==> config.mk <==
export PLATFORM = sky130hd
export DESIGN_NAME = clock_enable_generator_flat
export DESIGN_NICKNAME = d
export VERILOG_FILES = /design/src/rtl/clock_enable_generator_pkg.sv /design/src/rtl/clock_enable_generator_if.sv /design/src/rtl/clock_enable_generator_channel.sv /design/src/rtl/clock_enable_generator.sv /design/src/flat_wrapper.sv
export SDC_FILE = /design/constraint.sdc
export NUM_CORES = 1
export LEC_CHECK = 0
export CORE_ASPECT_RATIO = 2
export CORE_MARGIN = 2
export CORE_UTILIZATION = 56
export CTS_CLUSTER_SIZE = 20
export DETAILED_ROUTE_END_ITERATION = 8
export PLACE_DENSITY = 0.8
export SYNTH_ARGS = -nofsm -noshare
export SYNTH_HDL_FRONTEND = slang
export SYNTH_SLANG_ARGS = --single-unit
==> constraint.sdc <==
create_clock -name clk_i -period 9.1 [get_ports clk_i]
set_input_delay 2.275 -clock clk_i [delete_from_list [all_inputs] [get_ports clk_i]]
set_output_delay 2.275 -clock clk_i [all_outputs]
set_load 0.005 [all_outputs]
==> src/rtl/clock_enable_generator_pkg.sv <==
// Shared types, default constants and helpers for the programmable clock-enable generator.
package clkgen_pkg;

    localparam int DIV_W_DEFAULT = 16;
    localparam int DEFAULT_DIV   = 2;

    typedef logic [DIV_W_DEFAULT-1:0] div_t;

    // Ceil(n/2): length of the INIT_STATE phase of the square output.
    function automatic logic [31:0] half_period(input logic [31:0] n);
        return (n >> 1) + {31'b0, n[0]};
    endfunction

endpackage

==> src/rtl/clock_enable_generator_if.sv <==
// Per-channel control and status bundle of the clock-enable generator.
interface clock_enable_generator_if #(
    parameter int NUM_CH = 4,
    parameter int DIV_W  = 16
);
    logic [NUM_CH-1:0]       enable;
    logic [NUM_CH*DIV_W-1:0] divisor;
    logic [NUM_CH-1:0]       load;
    logic                    sync_restart;
    logic [NUM_CH-1:0]       tick;
    logic [NUM_CH-1:0]       square;
    logic [NUM_CH-1:0]       pending;

    modport master (
        output enable, divisor, load, sync_restart,
        input  tick, square, pending
    );

    modport slave (
        input  enable, divisor, load, sync_restart,
        output tick, square, pending
    );
endinterface

==> src/rtl/clock_enable_generator_channel.sv <==
// One divider channel: period counter, active/pending divisor and registered tick/square outputs.
module clock_divider_channel
    import clkgen_pkg::*;
#(
    parameter int   DIV_W       = DIV_W_DEFAULT,
    parameter int   DEFAULT_DIV = 2,
    parameter logic INIT_STATE  = 1'b1
) (
    input  logic             clk_i,
    input  logic             rst_ni,
    input  logic             enable_i,
    input  logic [DIV_W-1:0] divisor_i,
    input  logic             load_i,
    input  logic             sync_restart_i,
    output logic             tick_o,
    output logic             square_o,
    output logic             pending_o
);

    logic [DIV_W-1:0] cnt_q, cnt_d;
    logic [DIV_W-1:0] div_act_q, div_act_d;
    logic [DIV_W-1:0] div_pend_q, div_pend_d;
    logic             pend_q, pend_d;
    logic             tick_q, tick_d;
    logic             sq_q, sq_d;

    logic             run;
    logic             boundary;
    logic             apply;
    logic [DIV_W-1:0] cnt_inc;
    logic [DIV_W-1:0] half;

    always_comb begin
        run      = enable_i && (div_act_q != '0);
        boundary = (cnt_q == div_act_q - DIV_W'(1));
        cnt_inc  = boundary ? '0 : cnt_q + DIV_W'(1);
        half     = DIV_W'(half_period(32'(div_act_q)));
        // Pending divisor lands on restart, while idle, or at the end of the running period.
        apply    = pend_q && (sync_restart_i || !run || boundary);

        cnt_d      = '0;
        tick_d     = 1'b0;
        sq_d       = INIT_STATE;
        div_act_d  = div_act_q;
        div_pend_d = div_pend_q;
        pend_d     = pend_q;

        if (!sync_restart_i && run) begin
            cnt_d  = cnt_inc;
            tick_d = boundary;
            sq_d   = (cnt_inc < half) ? INIT_STATE : ~INIT_STATE;
        end

        if (apply) begin
            div_act_d = div_pend_q;
            pend_d    = 1'b0;
        end

        // A fresh load always wins the pending slot, even on the edge that consumes the old one.
        if (load_i) begin
            div_pend_d = divisor_i;
            pend_d     = 1'b1;
        end
    end

    always_ff @(posedge clk_i) begin
        if (!rst_ni) begin
            cnt_q      <= '0;
            div_act_q  <= DIV_W'(DEFAULT_DIV);
            div_pend_q <= '0;
            pend_q     <= 1'b0;
            tick_q     <= 1'b0;
            sq_q       <= INIT_STATE;
        end else begin
            cnt_q      <= cnt_d;
            div_act_q  <= div_act_d;
            div_pend_q <= div_pend_d;
            pend_q     <= pend_d;
            tick_q     <= tick_d;
            sq_q       <= sq_d;
        end
    end

    assign tick_o    = tick_q;
    assign square_o  = sq_q;
    assign pending_o = pend_q;

endmodule

==> src/rtl/clock_enable_generator.sv <==
// Multi-channel clock-enable generator: NUM_CH independent dividers sharing clock, reset and restart.
module clock_enable_generator
    import clkgen_pkg::*;
#(
    parameter int   NUM_CH      = 4,
    parameter int   DIV_W       = DIV_W_DEFAULT,
    parameter int   DEFAULT_DIV = 2,
    parameter logic INIT_STATE  = 1'b1
) (
    input  logic                      clk_i,
    input  logic                      rst_ni,
    clock_enable_generator_if.slave   bus
);

    for (genvar i = 0; i < NUM_CH; i++) begin : g_ch
        clock_divider_channel #(
            .DIV_W       (DIV_W),
            .DEFAULT_DIV (DEFAULT_DIV),
            .INIT_STATE  (INIT_STATE)
        ) u_ch (
            .clk_i          (clk_i),
            .rst_ni         (rst_ni),
            .enable_i       (bus.enable[i]),
            .divisor_i      (bus.divisor[i*DIV_W +: DIV_W]),
            .load_i         (bus.load[i]),
            .sync_restart_i (bus.sync_restart),
            .tick_o         (bus.tick[i]),
            .square_o       (bus.square[i]),
            .pending_o      (bus.pending[i])
        );
    end

endmodule

==> src/flat_wrapper.sv <==
// flat-port wrapper written by rule: the top's interface ports become plain ports
module clock_enable_generator_flat import clkgen_pkg::*;
#(
    parameter int   NUM_CH      = 4,
    parameter int   DIV_W       = DIV_W_DEFAULT,
    parameter int   DEFAULT_DIV = 2,
    parameter logic INIT_STATE  = 1'b1
)
  (clk_i, rst_ni, bus_enable, bus_divisor, bus_load, bus_sync_restart, bus_tick, bus_square, bus_pending);
  clock_enable_generator_if #(.NUM_CH(NUM_CH), .DIV_W(DIV_W)) bus_i ();
  input  logic clk_i;
  input  logic rst_ni;
  input wire logic [$bits(bus_i.enable)-1:0] bus_enable;
  input wire logic [$bits(bus_i.divisor)-1:0] bus_divisor;
  input wire logic [$bits(bus_i.load)-1:0] bus_load;
  input wire logic [$bits(bus_i.sync_restart)-1:0] bus_sync_restart;
  output wire logic [$bits(bus_i.tick)-1:0] bus_tick;
  output wire logic [$bits(bus_i.square)-1:0] bus_square;
  output wire logic [$bits(bus_i.pending)-1:0] bus_pending;
  assign bus_i.enable = bus_enable;
  assign bus_i.divisor = bus_divisor;
  assign bus_i.load = bus_load;
  assign bus_i.sync_restart = bus_sync_restart;
  assign bus_tick = bus_i.tick;
  assign bus_square = bus_i.square;
  assign bus_pending = bus_i.pending;
  clock_enable_generator #(.NUM_CH(NUM_CH), .DIV_W(DIV_W), .DEFAULT_DIV(DEFAULT_DIV), .INIT_STATE(INIT_STATE)) u_core (.clk_i(clk_i), .rst_ni(rst_ni), .bus(bus_i));
endmodule
==> reports/qor.yml <==
outcome: "finished clean"
synth_top_cell_by_area: "dfxtp_1"
cp_max_fo: 35
yosysSeqAreaShare: 0.2988
combPwrFrac: 0.155
final.min_clock_period_ns: 4.977
wl_per_cell_um: 17.48
clk_path_buf_depth: 3
synth.top_cell.area_share: 0.2988
die_h_um: 224.9
num_rows: 80
via_per_inst: 6.056
dr.pass1.iters: 6
synth_warnings: 0
fin_tns_setup_ns: 0
syn_area_um2: 13670
ys_async_sr_fraction: 0
p_int_mw: 1.558
io_pins: 87
drive_gt1_frac: 0.04467
placed_cells: 1930
cts_sinks: 204
synth_edf_count: 0
cp_slowest_cell: "a2111oi_0"
place_area_um2: 14300
cap_violations: 0
start_kind: "register"
p_leak_nw: 6.034
p_switching_uw: 594.1
finalHoldViolations: 0
netlist_instances: 1685
antenna_cells: 0
dr.first_iter.drc_count: 509
seq_power_share: 0.447
ir_worst_vdd_uv: 156.6
tritoncts: "done"
die_area_um2: 25740
core_area_um2: 23920
nets: 1816
syn_to_final_growth_pct: 9.577
ys.flop_type: "dfxtp_1"
setup_viol: 0
path_cells: "inv_1 > ha_1 > nor4b_1 > a21oi_1 > a2111oi_0 > nand4b_1 > or3_1 > nor2_2 > buf_4 > nor2_1 > ha_1 > a21o_1 > a21o_1 > a211oi_1 > nand3b_1 > o31ai_1 > a21o_1"
grt_start_max_net_pins: 86
ys_top_cells_by_area: "dfxtp_1, ha_1, xnor2_1"
clk_latency_ns: 0.51
portBuffers: 86
finalMaxSlewViolations: 0
dr_total_vias: 11907
htree_levels: 1
worstPathRequired_ns: 9.56
final_cell_area_um2: 14970
track_usage: 0.2667
worstPathArrival_ns: 5.44
worstMarginPinSlew_ns: 1.210
worst-setup-path-type: "register to register"
fill_cells: 2015
start_util: 0.5712
swShare: 0.2761
instances_no_fill: 1966
syn_nets: 1836
place_hpwl_mm: 25.81
postSynthAreaPerCell_um2: 8.110
grt_pass1_vias: 11753
crit_top_cell: "a21o_1"
remaining_drc_errors: 0
yosys.cell_types.count: 81
relSlewSlack: 0.1915
holdWs_ns: 0.4585
synth.most_common_cell: "dfxtp_1"
hold_path_class: "register to register"
power-per-cell-area_nw_per_um2: 143.7
clk_pin_slew_ns: 0.07
design_power_total_mw: 2.152
grt_pass1_wl_mm: 56.06
min_from: "u_core.g_ch[0].u_ch.div_pend_q[13]$_SDFFE_PN0P_"
fmaxAchievable_mhz: 200.9
cts_resized: 0
worstSetupEndpointType: "register"
pwr-share-clk: 0.398
wl_mm: 34.37
slowest_delay_ns: 0.47
grt_antenna_before_repair: 0
ys_ff_latch: 204
numCtsBuffers: 20
seqCellArea_um2: 4084
startpoint: "u_core.g_ch[3].u_ch.div_act_q[0]$_SDFFE_PN0P_"
hold_buffers: 0
grt_setup_unrepaired: "no"
die_w_um: 114.5
cts-root-buf: "clkbuf_16"
postCtsSetupRepairBufs: 0
ant_nets: 0
multiInputGateArea_um2: 8760
finClkSkew_ns: 0.007421
ys_top_cells_by_count: "dfxtp_1, nor2_1, nand2_1, xnor2_1, nand3_1"
grt-ovfl-total: 0
place.gp.congestion: 0.9864
r2r-start: "u_core.g_ch[3].u_ch.div_act_q[0]$_SDFFE_PN0P_"
post-route-period-util: 0.5469
## worst paths after layout
| kind | end | slack, ns | cells after the start |
|---|---|---|---|
| worst max-delay path | u_core.g_ch[3].u_ch.square_o$_SDFF_PN1_ | 4.12 | 17 |
| worst min-delay path | u_core.g_ch[0].u_ch.div_act_q[13]$_SDFFE_PN0P_ | 0.46 | 2 |
| worst max register to register | u_core.g_ch[3].u_ch.square_o$_SDFF_PN1_ | 4.12 | 17 |
| worst min register to register | u_core.g_ch[0].u_ch.div_act_q[13]$_SDFFE_PN0P_ | 0.46 | 2 |
## cell families (layout without fill, tap and decap cells)
kind of cell / count (synthesis) / in the layout / share of synthesized area
XOR/XNOR: 185 / 185 / 0.1186
AND/OR/NAND/NOR: 756 / 756 / 0.2780
AO/OA/AOI/OAI: 200 / 200 / 0.1143
multiplexers: 82 / 82 / 0.06015
flip-flops: 204 / 204 / 0.2988
adder cells (fa/ha/maj): 76 / 76 / 0.06958
buffers and inverters: 182 / 176 / 0.06061
## final cells by class
class | instances | share of cell area
Timing Repair Buffer | 96 | 0.06233
Sequential cell | 204 | 0.2727
Clock buffer | 26 | 0.03902
Tap cell | 287 | 0.02398
Inverter | 44 | 0.01103
Multi-Input combinational cell | 1299 | 0.5850
Clock inverter | 10 | 0.005932
## stage by stage
step                worst slack [ns]    util
floorplan                      5.153       -
global placement               4.399  0.5978
detailed placement             4.230  0.5978
CTS                            4.218  0.6259
global route                   3.817  0.6259
finish                         4.123  0.6259
## worst max-delay path: cells and delay by family (launching register included)
kind	cells	cell delay [ns]
flops	1	0.37
simple gates	6	1.74
buf+inv	2	0.55
compound gates	7	1.63
fa+ha+maj	2	0.62
## cell usage in the layout (no fill, tap or decap), drive strengths merged, types with 10 or more instances in the layout
| cell | instances |
|---|---|
| nor3 | 52 |
| buf | 11 |
| o21ai | 15 |
| o211ai | 22 |
| clkdlybuf4s50 | 85 |
| nand2 | 163 |
| ha | 76 |
| xor2 | 83 |
| nor4 | 12 |
| mux2i | 81 |
| nor2 | 202 |
| a21oi | 28 |
| o22ai | 18 |
| xnor2 | 102 |
| and2 | 11 |
| nand3 | 97 |
| dfxtp | 204 |
| nor2b | 74 |
| a221o | 31 |
| nand4 | 31 |
| inv | 44 |
| and3 | 53 |
| nand2b | 10 |
| clkbuf | 26 |
| a21o | 18 |
## metal layers
metal | up-vias | wire, um | global-route usage
met5 | - | 0 | 0
met4 | 0 | 2216 | 0.1680
met3 | 139 | 1307 | 0.02582
met2 | 335 | 18350 | 0.5052
met1 | 5626 | 12490 | 0.2715
li1 | 5807 | - | -
## power groups by stage
stage | clock network (mW) | logic (mW) | registers (mW)
after floorplan | 0 | 0.256 | 0.958
final | 0.856 | 0.333 | 0.963
after global routing | 0.901 | 0.365 | 0.966
after global placement | 0 | 0.322 | 0.980
after detailed placement | 0 | 0.330 | 0.981
after CTS | 0.872 | 0.332 | 0.961
## sequential cells by signal (all words and copies together), names as in the netlist
signal,cells
u_core.g_ch.u_ch.cnt_q,64
u_core.g_ch.u_ch.div_act_q,64
u_core.g_ch.u_ch.square_o,4
u_core.g_ch.u_ch.pending_o,4
u_core.g_ch.u_ch.div_pend_q,64
u_core.g_ch.u_ch.tick_o,4
Note: power is estimated with default switching activity, not from simulation.
